## src/rtl/mem_port_arbiter_if.sv

```systemverilog
// Requester and memory-side signals of the two-port memory arbiter.
// The slave modport is the arbiter; the master modport is its environment.
interface mem_port_arbiter_if #(
  parameter int CNT_W = 16
);
  logic             i_req;
  logic [31:0]      i_addr;
  logic             i_done;
  logic             i_err;
  logic [31:0]      i_rdata;
  logic             d_req;
  logic [31:0]      d_addr;
  logic [31:0]      d_wdata;
  logic             d_we;
  logic             d_done;
  logic             d_err;
  logic [31:0]      d_rdata;
  logic [31:0]      mem_addr;
  logic [31:0]      mem_wdata;
  logic             mem_read;
  logic             mem_write;
  logic [31:0]      mem_rdata;
  logic             busy;
  logic [CNT_W-1:0] i_cnt;
  logic [CNT_W-1:0] d_cnt;

  modport slave (
    input  i_req, i_addr, d_req, d_addr, d_wdata, d_we, mem_rdata,
    output i_done, i_err, i_rdata, d_done, d_err, d_rdata,
           mem_addr, mem_wdata, mem_read, mem_write, busy, i_cnt, d_cnt
  );

  modport master (
    output i_req, i_addr, d_req, d_addr, d_wdata, d_we, mem_rdata,
    input  i_done, i_err, i_rdata, d_done, d_err, d_rdata,
           mem_addr, mem_wdata, mem_read, mem_write, busy, i_cnt, d_cnt
  );
endinterface

```

## src/rtl/mem_port_arbiter.sv

```systemverilog
// Round-robin arbiter sharing one single-port memory between fetch (I) and data (D).
// state  | meaning
// IDLE   | sample requests, grant, latch winner, check address
// ACCESS | drive memory strobe for one cycle, capture read data
// RESP   | pulse winner's done (and err), bump its counter if clean
module mem_port_arbiter #(
  parameter logic [31:0] CAPACITY = 32'h0000_ffff,
  parameter int          CNT_W    = 16
) (
  input  logic                clk,
  input  logic                rst_n,
  mem_port_arbiter_if.slave   bus
);

  typedef enum logic [1:0] {
    IDLE   = 2'd0,
    ACCESS = 2'd1,
    RESP   = 2'd2
  } state_t;

  state_t           state;
  state_t           state_nxt;
  logic             last_gnt;   // 0 = I, 1 = D
  logic             gnt_q;
  logic [31:0]      addr_q;
  logic [31:0]      wdata_q;
  logic             we_q;
  logic             err_q;
  logic [31:0]      i_rdata_q;
  logic [31:0]      d_rdata_q;
  logic [CNT_W-1:0] i_cnt_q;
  logic [CNT_W-1:0] d_cnt_q;

  logic             any_req;
  logic             pick_d;
  logic [31:0]      sel_addr;
  logic             sel_we;
  logic             sel_legal;

  always_comb begin
    state_nxt = state;
    any_req   = bus.i_req | bus.d_req;
    // D wins a tie unless it was the last port served
    pick_d    = bus.d_req & (~bus.i_req | ~last_gnt);
    sel_addr  = pick_d ? bus.d_addr : bus.i_addr;
    sel_we    = pick_d & bus.d_we;
    sel_legal = (sel_addr[1:0] == 2'b00) && (sel_addr <= CAPACITY);
    case (state)
      IDLE:    if (any_req) state_nxt = sel_legal ? ACCESS : RESP;
      ACCESS:  state_nxt = RESP;
      RESP:    state_nxt = IDLE;
      default: state_nxt = IDLE;
    endcase
  end

  always_ff @(posedge clk) begin
    if (!rst_n) begin
      state     <= IDLE;
      last_gnt  <= 1'b0;
      gnt_q     <= 1'b0;
      addr_q    <= '0;
      wdata_q   <= '0;
      we_q      <= 1'b0;
      err_q     <= 1'b0;
      i_rdata_q <= '0;
      d_rdata_q <= '0;
      i_cnt_q   <= '0;
      d_cnt_q   <= '0;
    end else begin
      state <= state_nxt;
      case (state)
        IDLE: begin
          if (any_req) begin
            gnt_q    <= pick_d;
            last_gnt <= pick_d;
            addr_q   <= sel_addr;
            we_q     <= sel_we;
            err_q    <= ~sel_legal;
            if (pick_d) wdata_q <= bus.d_wdata;
          end
        end
        ACCESS: begin
          if (!we_q) begin
            if (gnt_q) d_rdata_q <= bus.mem_rdata;
            else       i_rdata_q <= bus.mem_rdata;
          end
        end
        RESP: begin
          if (!err_q) begin
            if (gnt_q) d_cnt_q <= d_cnt_q + CNT_W'(1);
            else       i_cnt_q <= i_cnt_q + CNT_W'(1);
          end
        end
        default: ;
      endcase
    end
  end

  // Strobes and done are gated by rst_n so a reset cycle never commits or completes
  assign bus.mem_read  = (state == ACCESS) & ~we_q & rst_n;
  assign bus.mem_write = (state == ACCESS) &  we_q & rst_n;
  assign bus.mem_addr  = addr_q;
  assign bus.mem_wdata = wdata_q;
  assign bus.i_done    = (state == RESP) & ~gnt_q & rst_n;
  assign bus.d_done    = (state == RESP) &  gnt_q & rst_n;
  assign bus.i_err     = bus.i_done & err_q;
  assign bus.d_err     = bus.d_done & err_q;
  assign bus.i_rdata   = i_rdata_q;
  assign bus.d_rdata   = d_rdata_q;
  assign bus.busy      = (state != IDLE);
  assign bus.i_cnt     = i_cnt_q;
  assign bus.d_cnt     = d_cnt_q;

endmodule

```

## src/flat_wrapper.sv

```systemverilog
// flat-port wrapper written by rule: the top's interface ports become plain ports
module mem_port_arbiter_flat 
#(
  parameter logic [31:0] CAPACITY = 32'h0000_ffff,
  parameter int          CNT_W    = 16
)
  (clk, rst_n, bus_i_req, bus_i_addr, bus_d_req, bus_d_addr, bus_d_wdata, bus_d_we, bus_mem_rdata, bus_i_done, bus_i_err, bus_i_rdata, bus_d_done, bus_d_err, bus_d_rdata, bus_mem_addr, bus_mem_wdata, bus_mem_read, bus_mem_write, bus_busy, bus_i_cnt, bus_d_cnt);
  mem_port_arbiter_if #(.CNT_W(CNT_W)) bus_i ();
  input  logic clk;
  input  logic rst_n;
  input wire logic [$bits(bus_i.i_req)-1:0] bus_i_req;
  input wire logic [$bits(bus_i.i_addr)-1:0] bus_i_addr;
  input wire logic [$bits(bus_i.d_req)-1:0] bus_d_req;
  input wire logic [$bits(bus_i.d_addr)-1:0] bus_d_addr;
  input wire logic [$bits(bus_i.d_wdata)-1:0] bus_d_wdata;
  input wire logic [$bits(bus_i.d_we)-1:0] bus_d_we;
  input wire logic [$bits(bus_i.mem_rdata)-1:0] bus_mem_rdata;
  output wire logic [$bits(bus_i.i_done)-1:0] bus_i_done;
  output wire logic [$bits(bus_i.i_err)-1:0] bus_i_err;
  output wire logic [$bits(bus_i.i_rdata)-1:0] bus_i_rdata;
  output wire logic [$bits(bus_i.d_done)-1:0] bus_d_done;
  output wire logic [$bits(bus_i.d_err)-1:0] bus_d_err;
  output wire logic [$bits(bus_i.d_rdata)-1:0] bus_d_rdata;
  output wire logic [$bits(bus_i.mem_addr)-1:0] bus_mem_addr;
  output wire logic [$bits(bus_i.mem_wdata)-1:0] bus_mem_wdata;
  output wire logic [$bits(bus_i.mem_read)-1:0] bus_mem_read;
  output wire logic [$bits(bus_i.mem_write)-1:0] bus_mem_write;
  output wire logic [$bits(bus_i.busy)-1:0] bus_busy;
  output wire logic [$bits(bus_i.i_cnt)-1:0] bus_i_cnt;
  output wire logic [$bits(bus_i.d_cnt)-1:0] bus_d_cnt;
  assign bus_i.i_req = bus_i_req;
  assign bus_i.i_addr = bus_i_addr;
  assign bus_i.d_req = bus_d_req;
  assign bus_i.d_addr = bus_d_addr;
  assign bus_i.d_wdata = bus_d_wdata;
  assign bus_i.d_we = bus_d_we;
  assign bus_i.mem_rdata = bus_mem_rdata;
  assign bus_i_done = bus_i.i_done;
  assign bus_i_err = bus_i.i_err;
  assign bus_i_rdata = bus_i.i_rdata;
  assign bus_d_done = bus_i.d_done;
  assign bus_d_err = bus_i.d_err;
  assign bus_d_rdata = bus_i.d_rdata;
  assign bus_mem_addr = bus_i.mem_addr;
  assign bus_mem_wdata = bus_i.mem_wdata;
  assign bus_mem_read = bus_i.mem_read;
  assign bus_mem_write = bus_i.mem_write;
  assign bus_busy = bus_i.busy;
  assign bus_i_cnt = bus_i.i_cnt;
  assign bus_d_cnt = bus_i.d_cnt;
  mem_port_arbiter #(.CAPACITY(CAPACITY), .CNT_W(CNT_W)) u_core (.clk(clk), .rst_n(rst_n), .bus(bus_i));
endmodule
```

## config.mk

```make
export PLATFORM = sky130hd
export DESIGN_NAME = mem_port_arbiter_flat
export DESIGN_NICKNAME = d
export VERILOG_FILES = /design/src/rtl/mem_port_arbiter_if.sv /design/src/rtl/mem_port_arbiter.sv /design/src/flat_wrapper.sv
export SDC_FILE = /design/constraint.sdc
export NUM_CORES = 1
export LEC_CHECK = 0
export CORE_MARGIN = 5
export CORE_UTILIZATION = 41
export DETAILED_ROUTE_END_ITERATION = 8
export PLACE_DENSITY_LB_ADDON = 0.15
export SETUP_SLACK_MARGIN = 0.1
export SKIP_LAST_GASP = 1
export SLEW_MARGIN = 40
export SYNTH_ARGS = -nofsm -noshare
export SYNTH_HDL_FRONTEND = slang
export SYNTH_SLANG_ARGS = --single-unit
```

## constraint.sdc

```tcl
create_clock -name clk -period 5 [get_ports clk]
set_clock_uncertainty 0.1 [all_clocks]
set_input_delay 0.5 -clock clk [delete_from_list [all_inputs] [get_ports clk]]
set_output_delay 0.5 -clock clk [all_outputs]
set_load 0.05 [all_outputs]
```

==> results.tsv, run 1 <==
stage	metric	value	unit
global_route	grt met1 use	0.242	
die	Core Area	0.0153	mm2
drt	Vias/cell	4.91	
drt	DRC violations left	0	
timing	Tcrit/Tclk final	0.706	
drt	DRT Pass-1 Iters	4	
global_route	initial antenna violation count	0	
drt	Total Wirelength	20.3	mm
timing	max-slew violations	0	
placed_design	Area after DPL	0.00959	mm2
placed_design	Final HPWL DP	14.8	mm
synth	Syn Inst Count	780	
power_and_ir_drop	sequential power share	0.440	
timing	endpoints failing hold	0	
worst_setup_path	Setup crit end kind	output pin	
worst_setup_path	largest stage delay on the critical path	0.73	ns
global_route	largest net degree at the start of global routing	87	
global_route	gr busiest metal	met2	
synth	Avg Cell Area, Syn	8.28	um2
worst_setup_path	Worst R2R Start	u_core.last_gnt$_SDFFE_PN0P_	
global_route	Overall Global Routing Usage	0.212	
worst_setup_path	worst reg2reg path endpoint	u_core.bus.i_cnt[15]$_SDFFE_PN0P_	
global_route	grt ovf	0	
worst_hold_path	worst hold endpoint	u_core.bus.i_rdata[11]$_SDFFE_PN0P_	
synth	async set or reset register ratio after synthesis	0	
synth	count of cell types in the netlist	41	
drt	Initial DRC Count	327	
power_and_ir_drop	Sw Pwr	874	uW
synth	Synth Warn #	0	
die	I/O pin cnt	300	
run_status	status	finished clean	
cells_and_area	commonest non-fill, non-tap cell in the layout	clkdlybuf4s50_1	
clock_network	hold_buf cts	0	
clock_network	Post-CTS Setup Bufs	0	
cells_and_area	highest-count cells in the layout ignoring fill and taps	299 x clkdlybuf4s50_1, 211 x nand2_1, 165 x dfxtp_1	
power_and_ir_drop	Comb pwr share	0.161	
worst_setup_path	kind of critical path	input port to output pin	
worst_setup_path	R2R Setup Slk	2.67	ns
timing	RSZ-0062 raised after global routing	no	
drt	wire length per cell	15.9	um
synth	sequential share of the synthesized area	0.511	
synth	synthesized net count	915	
synth	synth top area cells	dfxtp_1 51%, nand2_1 12%, a21oi_1 8.4%	
clock_network	CTS tree	built	
cells_and_area	nets@finish	1187	
placed_design	RePlAce Congestion	0.827	
cells_and_area	final non-filler cell area	0.0102	mm2
clock_network	clock root buffer	clkbuf_16	
die	die extent in x	136	um
global_route	met2 Usage GRT	0.360	
power_and_ir_drop	Sw Share	0.277	
global_route	vias in the first global route	6044	
worst_setup_path	Crit-path slowest cell	clkdlybuf4s50_1	
worst_setup_path	crit start category	input port	
power_and_ir_drop	maximum VDD drop	0.214	mV
timing	f_max	283	MHz
timing	slew at the pin with the worst max-slew slack	0.828	ns
worst_setup_path	Max FO, Critical Path	76	
cells_and_area	Area Overhead vs Synth	57.3	%
clock_network	post-CTS sizing	0	
die	Die ar.	0.0184	mm2
timing	Final Setup Violations	0	
clock_network	H-tree depth	4	
synth	share of the synthesized area in the top cell type	0.511	
power_and_ir_drop	clock power share	0.399	
power_and_ir_drop	LEAKAGE	3.54	nW
worst_hold_path	Worst Hold Launch	u_core.bus.i_rdata[11]$_SDFFE_PN0P_	
placed_design	port buffer count	299	
power_and_ir_drop	PwrDens	310	mW/mm2
worst_setup_path	Worst path most repeated cell	clkdlybuf4s50_1	
synth	Post-synth top flop	dfxtp_1	
synth	Syn Std Cell Area	0.00646	mm2
drt	vias after detailed routing	6266	
timing	setup TNS	0	ns
clock_network	worst skew pair latency	0.42	ns
timing	Slew HR	0.443	
timing	Tmin final	3.53	ns
worst_setup_path	CP required	4.40	ns
power_and_ir_drop	Int Pwr	2.28	mW
clock_network	number of buffers created by CTS	17	
die	Initial Util	0.422	
job	total of max-cap violations	0	
worst_setup_path	R2R depth	4	
cells_and_area	share of layout cells above drive strength 1	0.0441	
worst_hold_path	hold depth	2	
worst_setup_path	Critical Path Start	rst_n	
clock_network	clock buffer depth	2	
global_route	met3 Track Usage GR	0.0780	
clock_network	# clock sinks	165	
synth	Synth area leader	dfxtp_1	
synth	Post-synth EDFFs	0	
drt	post-route ant nets	0	
worst_setup_path	Arrival @ worst endpoint	2.93	ns
cells_and_area	ANT cells	0	
worst_setup_path	crit-path cells	clkdlybuf4s50_1 -> inv_4 -> nor2_1 -> and3_1 -> clkdlybuf4s50_1	
clock_network	Clock transition at path regs	0.07	ns
synth	#FFs+latches synth	165	
die	Die Ht	136	um
global_route	global-route wire length before repair	30.8	mm
worst_hold_path	Hold Crit Class	register to register	
die	FP Rows	45	
[power by group through the flow]
stage,Combinational [mW],Clock (mW),Sequential [mW]
final,0.509,1.26,1.39
after global routing,0.539,1.34,1.39
after CTS,0.513,1.28,1.39
after detailed placement,0.510,0,1.41
after global placement,0.510,0,1.41
after floorplan,0.135,0,1.56
[final cells by class]
type	count	area (um2)
clock buffer	19	443
clock inverter	13	125
fill	1329	5160
inverter	6	25.0
multi-input combinational	554	2930
sequential	165	3300
tap	211	264
timing repair buffer	308	3060
[sequential cells by signal, indices dropped and copies added (netlist names)]
register and count:
u_core.bus.d_cnt 16, u_core.bus.d_rdata 32, u_core.bus.i_cnt 16, u_core.bus.i_rdata 32, u_core.bus.mem_addr 32, u_core.bus.mem_wdata 32, u_core.err_q 1, u_core.last_gnt 1
u_core.state 2, u_core.we_q 1
[logic make-up (layout without fill, tap and decap cells)]
group                    count (synthesis)  in the layout  share of synthesized area
XOR/XNOR                                17             17                     0.0231
AO/OA/AOI/OAI                          161            161                      0.144
AND/OR/NAND/NOR                        341            341                      0.229
multiplexers                            33             33                     0.0511
buffers and inverters                   61            346                     0.0368
adder cells (fa/ha/maj)                  2              2                    0.00387
flip-flops                             165            165                      0.511
[critical path: cells and delay by family]
| family | cells | cell delay, ns |
|---|---|---|
| simple gates | 2 | 0.36 |
| buf+inv | 3 | 2.05 |
[synth_stat cells, types with 2 or more instances]
| library cell | n |
|---|---|
| o31ai_1 | 7 |
| nand2b_1 | 4 |
| and3_1 | 4 |
| o311ai_0 | 2 |
| ha_1 | 2 |
| a211oi_1 | 32 |
| xor2_1 | 9 |
| mux2i_1 | 33 |
| or3_1 | 5 |
| o41ai_1 | 2 |
| o21ai_0 | 5 |
| nand3_1 | 9 |
| a21oi_1 | 109 |
| nand2_1 | 211 |
| buf_2 | 7 |
| inv_1 | 5 |
| dfxtp_1 | 165 |
| nand4_1 | 11 |
| nor4_1 | 11 |
| xnor2_1 | 8 |
| or4_1 | 9 |
| and2_1 | 5 |
| clkbuf_1 | 48 |
| nor3_1 | 3 |
| nor2_1 | 58 |
[stage by stage]
stage | setup slack, ns | std cells | util | hold WS, ns | power [mW]
after floorplan | 2.57 | 780 | - | 0.393 | 1.69
after global placement | 1.46 | 1244 | 0.626 | 0.341 | 1.92
after detailed placement | 1.44 | 1244 | 0.626 | 0.345 | 1.93
after CTS | 1.44 | 1276 | 0.663 | 0.355 | 3.18
after global routing | 1.33 | 1276 | 0.663 | 0.371 | 3.27
final | 1.47 | 1276 | 0.663 | 0.351 | 3.15
[worst max path at each step]
stage	depth (start not counted)	to	slack (ns)
final	5	bus_mem_write	1.47
after global routing	5	bus_mem_write	1.33
after CTS	5	bus_mem_write	1.44
after detailed placement	5	bus_mem_write	1.44
after global placement	5	bus_mem_write	1.46
after floorplan	5	u_core.bus.i_cnt[15]$_SDFFE_PN0P_	2.57
[per-layer routing]
layer | vias to the layer above | part of all wire
li1 | 3205 | -
met1 | 2800 | 0.41
met2 | 231 | 0.48
met3 | 30 | 0.093
met4 | 0 | 0.023
met5 | - | 0
(Power assumes the default switching activity.)
==> run 2: changes to the inputs <==
==> constraint.sdc (replaced) <==
create_clock -name clk -period 3.4 [get_ports clk]
set_clock_uncertainty 0.1 [all_clocks]
set_input_delay 0.34 -clock clk [delete_from_list [all_inputs] [get_ports clk]]
set_output_delay 0.34 -clock clk [all_outputs]
set_load 0.05 [all_outputs]
==> run 2 against run 1 <==
Net effect: die area stayed put; total power is 49% higher; highest routed layer unchanged; sequential power is 47% higher; critical path depth is 2 lower; combinational power is 48% higher; routed wire length is 1.2% lower; flip-flop and latch count stayed put; clock power is 51% higher; worst hold slack hardly changed; critical endpoint is now bus_mem_read.
==> results.tsv, run 2 (synthesized netlist as in run 1, its figures left out) <==
stage	metric	value	unit	change
run_status	status	finished clean		unchanged
clock_network	hold_buf cts	0		unchanged
cells_and_area	fin cells	1279		was 1,276
timing	endpoints failing hold	0		unchanged
worst_setup_path	CP required	2.96	ns	was 4.40 ns
worst_setup_path	Worst R2R Start	u_core.last_gnt$_SDFFE_PN0P_		unchanged
clock_network	post-CTS sizing	0		unchanged
cells_and_area	Area Overhead vs Synth	58.3	%	was 57.3%
worst_setup_path	crit-path cells	nor3b_1 -> and2_1 -> clkdlybuf4s50_1		was clkdlybuf4s50_1 -> inv_4 -> nor2_1 -> and3_1 -> clkdlybuf4s50_1
global_route	global-route wire length before repair	30.7	mm	was 30.8 mm
worst_setup_path	Top delay family on crit path	simple AND/OR/NAND/NOR gates		was buffers and inverters
drt	Total Wirelength	20.0	mm	was 20.3 mm
worst_hold_path	hold depth	2		unchanged
worst_setup_path	critical path depth in cells	3		was 5
die	Die ar.	0.0184	mm2	unchanged
global_route	initial antenna violation count	0		unchanged
job	total of max-cap violations	0		unchanged
cells_and_area	final non-filler cell area	0.0102	mm2	about the same
drt	Vias/cell	4.95		was 4.91
cells_and_area	commonest non-fill, non-tap cell in the layout	clkdlybuf4s50_1		unchanged
cells_and_area	highest-count cells in the layout ignoring fill and taps	298 x clkdlybuf4s50_1, 211 x nand2_1, 165 x dfxtp_1		was 299 x clkdlybuf4s50_1, 211 x nand2_1, 165 x dfxtp_1
timing	Slew HR	0.496		was 0.443
clock_network	# clock sinks	165		unchanged
global_route	grt ovf	0		unchanged
worst_setup_path	Worst Path Buf+Inv	1		was 3
global_route	largest net degree at the start of global routing	161		was 87
drt	wire length per cell	15.7	um	was 15.9 um
power_and_ir_drop	PwrDens	459	mW/mm2	was 310 mW/mm2
worst_hold_path	Hold Crit Class	register to register		unchanged
placed_design	dpl cells	1247		was 1,244
timing	max-slew violations	0		unchanged
timing	setup TNS	0	ns	unchanged
placed_design	RePlAce Congestion	0.822		was 0.827
die	Core Area	0.0153	mm2	unchanged
worst_setup_path	Crit-path slowest cell	clkdlybuf4s50_1		unchanged
clock_network	clock buffer depth	2		unchanged
worst_setup_path	Arrival @ worst endpoint	2.58	ns	was 2.93 ns
timing	Final Setup Violations	0		unchanged
clock_network	CTS tree	built		unchanged
drt	DRC violations left	0		unchanged
worst_setup_path	Setup crit end kind	output pin		unchanged
power_and_ir_drop	maximum VDD drop	0.319	mV	was 0.214 mV
timing	Min Hold Slack	0.351	ns	about the same
cells_and_area	nets@finish	1190		was 1,187
cells_and_area	Reg area	0.00330	mm2	unchanged
worst_setup_path	CP endpoint	bus_mem_read		was bus_mem_write
timing	Tmin final	3.02	ns	
die	I/O pin cnt	300		unchanged
placed_design	Final HPWL DP	14.9	mm	was 14.8 mm
drt	DRT Pass-1 Iters	4		unchanged
global_route	vias in the first global route	5986		was 6,044
timing	RSZ-0062 raised after global routing	no		unchanged
drt	vias after detailed routing	6331		was 6,266
die	die extent in x	136	um	unchanged
worst_setup_path	largest stage delay on the critical path	0.80	ns	was 0.73 ns
timing	Tcrit/Tclk final	0.888		
clock_network	worst skew pair latency	0.41	ns	was 0.42 ns
worst_setup_path	R2R Setup Slk	1.04	ns	was 2.67 ns
cells_and_area	fill cell count	1314		was 1,329
global_route	Overall Global Routing Usage	0.210		was 0.212
worst_setup_path	Max FO, Critical Path	9		was 76
timing	f_max	331	MHz	
clock_network	Clock transition at path regs	0.06	ns	was 0.07 ns
cells_and_area	multi-input logic area	0.00293	mm2	about the same
drt	Initial DRC Count	312		was 327
die	FP Rows	45		unchanged
power_and_ir_drop	LEAKAGE	3.58	nW	was 3.54 nW
placed_design	Area after DPL	0.00963	mm2	was 0.00959 mm2
clock_network	Post-CTS Setup Bufs	0		unchanged
worst_setup_path	worst reg2reg path endpoint	u_core.bus.i_cnt[15]$_SDFFE_PN0P_		unchanged
cells_and_area	ANT cells	0		unchanged
power_and_ir_drop	Tot Pwr	4.69	mW	was 3.15 mW
worst_setup_path	Critical Path Start	u_core.state[0]$_SDFFE_PN0P_		was rst_n
clock_network	H-tree depth	4		unchanged
worst_setup_path	R2R depth	4		unchanged
cells_and_area	share of layout cells above drive strength 1	0.0487		was 0.0441
die	Initial Util	0.422		unchanged
worst_setup_path	kind of critical path	register to output pin		was input port to output pin
placed_design	port buffer count	299		unchanged
clock_network	number of buffers created by CTS	17		unchanged
timing	slew at the pin with the worst max-slew slack	0.749	ns	was 0.828 ns
drt	post-route ant nets	0		unchanged
clock_network	clock root buffer	clkbuf_16		unchanged
worst_setup_path	crit start category	register		was input port
die	Die Ht	136	um	unchanged
## run 2: cell types whose count changed in the layout (fill, tap and decap cells not counted)
cell,before,now
inv_8,1,0
and2_4,1,0
bufinv_16,1,2
and2_2,0,1
clkbuf_1,1,0
buf_4,8,11
buf_12,0,2
clkinv_4,2,4
buf_6,1,0
clkdlybuf4s50_1,299,298
clkinvlp_4,4,2
clkinv_2,2,3
## run 2: stage by stage
step,worst slack (ns),utilization
floorplan,0.968,-
global placement,0.730,0.629
detailed placement,0.719,0.629
CTS,0.365,0.667
global route,0.254,0.667
finish,0.382,0.667
## run 2: power by group
part           internal [mW]  total (mW)  switching (mW)  leakage (nW)
clock network           1.11        1.90           0.792         0.287
registers               2.00        2.04          0.0393          1.34
logic                  0.318       0.754           0.435          1.95
## run 2: worst min path at each step
stage / endpoint / slack (ns) / startpoint
2_1_floorplan: u_core.bus.d_rdata[0]$_SDFFE_PN0P_ / 0.38 / bus_mem_rdata[0]
5_1_grt: u_core.bus.mem_wdata[23]$_SDFFE_PN0P_ / 0.36 / bus_d_wdata[23]
6_report: u_core.bus.d_rdata[31]$_SDFFE_PN0P_ / 0.35 / u_core.bus.d_rdata[31]$_SDFFE_PN0P_
3_5_place_dp: u_core.bus.d_rdata[31]$_SDFFE_PN0P_ / 0.35 / u_core.bus.d_rdata[31]$_SDFFE_PN0P_
3_3_place_gp: u_core.bus.i_rdata[21]$_SDFFE_PN0P_ / 0.34 / u_core.bus.i_rdata[21]$_SDFFE_PN0P_
4_1_cts: u_core.bus.mem_wdata[19]$_SDFFE_PN0P_ / 0.34 / bus_d_wdata[19]
## run 2: layout make-up
cell class / instances / area share
clock buffers: 18 / 0.0430
repair buffers: 311 / 0.304
clock inverters: 14 / 0.0148
well taps: 211 / 0.0258
multi-input cells: 554 / 0.287
inverters: 6 / 0.00245
flip-flops and latches: 165 / 0.323
## run 2: layer usage
layer	routed length, um	vias to the layer above	track usage
met1	8010	2862	0.238
met4	414	0	0.0834
li1	-	3211	-
met5	0	-	0
met3	1890	31	0.0762
met2	9740	227	0.358
## run 2: worst reg2reg max path, stage by stage, from the launching register on
cell and delay (ns):
dfxtp_1 0.47, or4b_1 0.74, or2_1 0.36, or4_1 0.48, a21oi_1 0.14
==> patch 1 (settings of run 1) <==
`CAPACITY` is set to 32'h0000_ffff in 2 places; all go to 32'h0000bfff.
--- a/src/rtl/mem_port_arbiter.sv
+++ b/src/rtl/mem_port_arbiter.sv
@@ -5,5 +5,5 @@
 // RESP   | pulse winner's done (and err), bump its counter if clean
 module mem_port_arbiter #(
-  parameter logic [31:0] CAPACITY = 32'h0000_ffff,
+  parameter logic [31:0] CAPACITY = 32'h0000bfff,
   parameter int          CNT_W    = 16
 ) (
--- a/src/flat_wrapper.sv
+++ b/src/flat_wrapper.sv
@@ -2,5 +2,5 @@
 module mem_port_arbiter_flat 
 #(
-  parameter logic [31:0] CAPACITY = 32'h0000_ffff,
+  parameter logic [31:0] CAPACITY = 32'h0000bfff,
   parameter int          CNT_W    = 16
 )
Function: changed (Yosys sat finds a counterexample within 4 cycles, from zero or initial values and one cycle with rst_n low).
==> patch 1 against run 1 <==
  * Global-route usage hardly changed
  * Largest power group unchanged
  * Power is 1.9% higher
  * Hold slack worse by 0.0011 ns
  * Fmax is 15% higher
  * Critical path type is now reg -> out
  * Sequential power hardly changed
  * Sequential cell count stayed put
  * Area after synthesis is 0.46% higher
  * Synthesized cell count is 0.38% lower
  * Wire length is 1.6% lower
  * First-iteration DRC count is 6.7% lower
  * Design area is 0.68% higher
  * Setup slack better by 0.47 ns
==> patch 1: results (changes against run 1) <==
* HPWL reported at the end of detailed placement: 14.5 mm (was 14.8 mm)
- The post-synthesis share of cell area spent on full adders, half adders and majority gates was 0.386% (was 0.387%).
* Crit path DAT: 2.46 ns (was 2.93 ns)
* Capture instance of the worst register-to-register path: u_core.bus.d_cnt[12]$_SDFFE_PN0P_ (was u_core.bus.i_cnt[15]$_SDFFE_PN0P_)
- The count of routing violations after the opening detailed-route iteration was 305 (was 327).
- Peak supply drop: 236 uV (was 214 uV)
* Critical path destination: bus_mem_read (was bus_mem_write)
- The sequential share of power is 43.2% (was 44.0%).
- Number of global-route vias before repair: 6117 (was 6044)
- Crit path largest cell delay: 0.86 ns (was 0.73 ns)
- The source of the worst hold timing path is u_core.bus.d_rdata[0]$_SDFFE_PN0P_ (was u_core.bus.i_rdata[11]$_SDFFE_PN0P_).
- The worst hold-check slack is 0.350 ns (was 0.351 ns).
- The final weighted congestion of routability-driven global placement is 0.801 (was 0.827).
- The worst reg-to-reg setup slack was 2.48 ns (was 2.67 ns).
* Commonest cells in the netlist: nand2_1 (205), dfxtp_1 (165), a21oi_1 (111), nor2_1 (58), clkbuf_1 (43) (was nand2_1 (211), dfxtp_1 (165), a21oi_1 (109), nor2_1 (58), clkbuf_1 (48))
- The pin count of the biggest net entering global routing was 95 (was 87).
- Total Nets Final: 1184 (was 1187)
* Largest cells by area after synthesis: dfxtp_1 (51%), nand2_1 (12%), a21oi_1 (8.6%) (was dfxtp_1 (51%), nand2_1 (12%), a21oi_1 (8.4%))
- # fillers: 1376 (was 1329)
* Count of distinct cell types in the synthesized netlist: 39 (was 41)
- The area used by multi-input combinational logic came to 2990 um2 (was 2930 um2).
- Mapped Nets: 912 (was 915)
* Global-route usage over all layers: 21.2% (about the same)
* Result of the run: finished clean (unchanged)
- F_max: 0.326 GHz (was 0.283 GHz)
* Total Routed Length: 20.0 mm (was 20.3 mm)
* Mean post-synth cell area: 8.35 um2 (was 8.28 um2)
- Combinational power: 0.510 mW (was 0.509 mW)
-- patch 1: cell types whose count changed after synthesis, sizes merged, moves of 3 or more --
cell / delta
nor3: -3
inv: -3
buf: +5
nand2: -6
xnor2: -6
and2: +3
xor2: +5
nand4: +3
nor4: -3
clkbuf: -5
-- patch 1: final cells by class --
type | instances | area share (%)
sequential | 165 | 32.3
tap | 216 | 2.64
clock inverter | 9 | 1.25
clock buffer | 21 | 4.50
multi-input combinational | 554 | 29.2
timing repair buffer | 308 | 30.0
inverter | 3 | 0.135
-- patch 1: layer usage --
layer / vias up / track usage, %
met5: - / 0
met4: 0 / 7.61
met3: 20 / 8.69
met2: 214 / 35.5
met1: 2858 / 24.4
li1: 3201 / -
-- patch 1: kinds of logic after synthesis --
kind of cell / Yosys count
and+or+nand+nor: 337
AOI/OAI and AO/OA: 165
DFF: 165
buffers and inverters: 58
muxes: 34
xor gates and xnor gates: 16
adders and majority gates: 2
==> patch 2 (flow settings as in run 1) <==
Without the edit above. Register the output `bus.i_err`, without a reset; this adds one clock of latency there.
--- a/src/rtl/mem_port_arbiter.sv
+++ b/src/rtl/mem_port_arbiter.sv
@@ -104,5 +104,7 @@
   assign bus.i_done    = (state == RESP) & ~gnt_q & rst_n;
   assign bus.d_done    = (state == RESP) &  gnt_q & rst_n;
-  assign bus.i_err     = bus.i_done & err_q;
+  always_ff @(posedge clk) begin
+    bus.i_err <= bus.i_done & err_q;
+  end
   assign bus.d_err     = bus.d_done & err_q;
   assign bus.i_rdata   = i_rdata_q;
Formal check against the unedited RTL: not equivalent (a bounded check fails within 4 cycles, from zero or initial values and one cycle with rst_n low).
==> patch 2 against run 1 <==
  * Critical endpoint is now bus_mem_read
  * Fmax is 8.7% higher
  * Largest cell class unchanged
  * Sequential cell count is 1 higher
  * First-iteration DRC count is 1.5% lower
  * Clock power grew 3%
  * Power increased by 1.8%
  * Area after synthesis grew 0.31%
  * Setup slack gained 0.28 ns
  * Design area grew 0.74%
  * Die area is 0.29% higher
  * Largest power group unchanged
  * Wire length fell by 0.76%
  * Critical path depth shrank 2
  * Highest routed layer unchanged
  * Register-to-register slack worse by 0.16 ns
==> patch 2: results (changes against run 1) <==
- The count of routing violations after the opening detailed-route iteration is 322 (was 327).
* HPWL reported at the end of detailed placement: 14.8 mm (about the same)
- The leakage power summed over all cells came to 3.58 nW (was 3.54 nW).
* Fraction of final layout cells with drive strength greater than 1: 4.60% (was 4.41%)
- The peak ir drop on the vdd network was 214 uV (about the same).
- Commonest cells in the netlist: nand2_1 (211), dfxtp_1 (166), a21oi_1 (109), nor2_1 (58), clkbuf_1 (48) (was nand2_1 (211), dfxtp_1 (165), a21oi_1 (109), nor2_1 (58), clkbuf_1 (48)).
* Setup slack on the worst flop-to-flop path: 2.51 ns (was 2.67 ns)
- The synthesized area divided by synthesized cell count was 8.30 um2 (was 8.28 um2).
- The pin count of the biggest net entering global routing came to 83 (was 87).
* Part of the power in registers: 43.5% (was 44.0%)
* Clock latency reported for the late side of the worst-skew pair: between 0.4 and 0.5 ns
- Kind of path behind the tightest hold check: reg -> reg (unchanged)
* Critical hold path startpoint: u_core.bus.d_rdata[6]$_SDFFE_PN0P_ (was u_core.bus.i_rdata[11]$_SDFFE_PN0P_)
- Worst reg2reg path startpoint: u_core.state[0]$_SDFFE_PN0P_ (was u_core.last_gnt$_SDFFE_PN0P_)
- The final weighted congestion of routability-driven global placement is 0.776 (was 0.827).
- Result of the run: finished clean (unchanged)
* Global-route usage over all layers: 21.2% (about the same)
- Largest cells by area after synthesis: dfxtp_1 (51%), nand2_1 (12%), a21oi_1 (8.4%) (unchanged)
- The number of cells in the design after placement came to 1251 (was 1244).
* Sequential share of the synthesized area: 51.3% (was 51.1%)
* Count of distinct cell types in the synthesized netlist: 41 (unchanged)
* Post-route non-filler standard cell count: 1282 (was 1276)
* Net switching share of the total power: 26.1% (was 27.7%)
- Highest net fanout along the worst path: 9 (was 76)
- Hold slack: 0.351 ns (about the same)
* Multi-input gate area in the final layout: 2940 um2 (was 2930 um2)
- Wire length of the first global-routing pass: 30.8 mm (about the same)
- The number of nets in the final layout is 1189 (was 1187).
- The data arrival time of the worst path is 2.65 ns (was 2.93 ns).
- Cell count of the worst reg-to-reg path: 5 (was 4)
- The vias per cell is 4.96 (was 4.91).
* # fillers: 1349 (was 1329)
- Capture instance of the worst register-to-register path: u_core.bus.d_rdata[1]$_SDFFE_PN0P_ (was u_core.bus.i_cnt[15]$_SDFFE_PN0P_)
- Post-place setup slack: 1.84 ns (was 1.44 ns)
* Number of global-route vias before repair: 5933 (was 6044)
- The destination of the worst hold path is u_core.bus.d_rdata[6]$_SDFFE_PN0P_ (was u_core.bus.i_rdata[11]$_SDFFE_PN0P_).
* Crit path largest cell delay: 0.81 ns (was 0.73 ns)
* Cell area after placement: 9630 um2 (was 9590 um2)
* Flip-flop cell with the highest count after synthesis: dfxtp_1 (unchanged)
- Mapped Nets: 916 (was 915)
- The top cell family by delay on the critical path is simple AND/OR/NAND/NOR gates (was buffers and inverters).
- The routed wire length is 20.1 mm (was 20.3 mm).
[patch 2: changes by cell type in the layout (fill, tap and decap cells not counted), sizes merged]
cell      delta
buf          +1
clkinvlp     -4
bufinv       +1
inv          -4
clkbuf       +2
clkinv       +4
dfxtp        +1
[patch 2: how the worst max path moves through the flow]
| stage | start | endpoint | slack [ns] |
|---|---|---|---|
| 6_report | u_core.state[0]$_SDFFE_PN0P_ | bus_mem_read | 1.75 |
| 3_3_place_gp | rst_n | u_core.we_q$_SDFFE_PN0P_ | 1.87 |
| 5_1_grt | u_core.state[0]$_SDFFE_PN0P_ | bus_mem_read | 1.66 |
| 4_1_cts | u_core.state[0]$_SDFFE_PN0P_ | bus_mem_read | 1.77 |
| 2_1_floorplan | u_core.bus.i_cnt[3]$_SDFFE_PN0P_ | u_core.bus.i_cnt[15]$_SDFFE_PN0P_ | 2.57 |
| 3_5_place_dp | rst_n | u_core.bus.i_rdata[4]$_SDFFE_PN0P_ | 1.84 |
[patch 2: cell type report]
class                           count  share of cell area, %
Timing Repair Buffer              309                   30.0
Multi-Input combinational cell    554                   28.7
Clock buffer                       21                   4.69
Inverter                            6                  0.245
Sequential cell                   166                   32.5
Clock inverter                     10                   1.20
Tap cell                          216                   2.64
[patch 2: worst min-delay path, delay by kind of cell, from the launching register on]
kind	cells	cell delay, ns
simple gates	1	0.05
compound gates	1	0.05
flops	1	0.30
[patch 2: cells by family (layout without fill, tap and decap cells)]
kind of cell    Yosys count  after routing  synth area share, %
buf+inv                  61            346                 3.67
mux                      33             33                 5.10
flops                   166            166                 51.3
fa+ha+maj                 2              2                0.386
compound gates          161            161                 14.4
xor+xnor                 17             17                 2.30
simple gates            341            341                 22.9
[patch 2: power by group through the flow]
| stage | clock network [mW] | logic (mW) | registers, mW |
|---|---|---|---|
| floorplan | 0 | 0.134 | 1.57 |
| global placement | 0 | 0.512 | 1.42 |
| detailed placement | 0 | 0.512 | 1.42 |
| CTS | 1.33 | 0.515 | 1.40 |
| global route | 1.39 | 0.541 | 1.40 |
| finish | 1.30 | 0.510 | 1.40 |
[patch 2: per-layer routing]
| metal | vias up | GRT usage [%] | routed length (um) |
|---|---|---|---|
| li1 | 3209 | - | - |
| met4 | 0 | 7.95 | 464 |
| met5 | - | 0 | 0 |
| met2 | 220 | 34.6 | 9730 |
| met1 | 2906 | 25.4 | 7890 |
| met3 | 28 | 7.99 | 2050 |
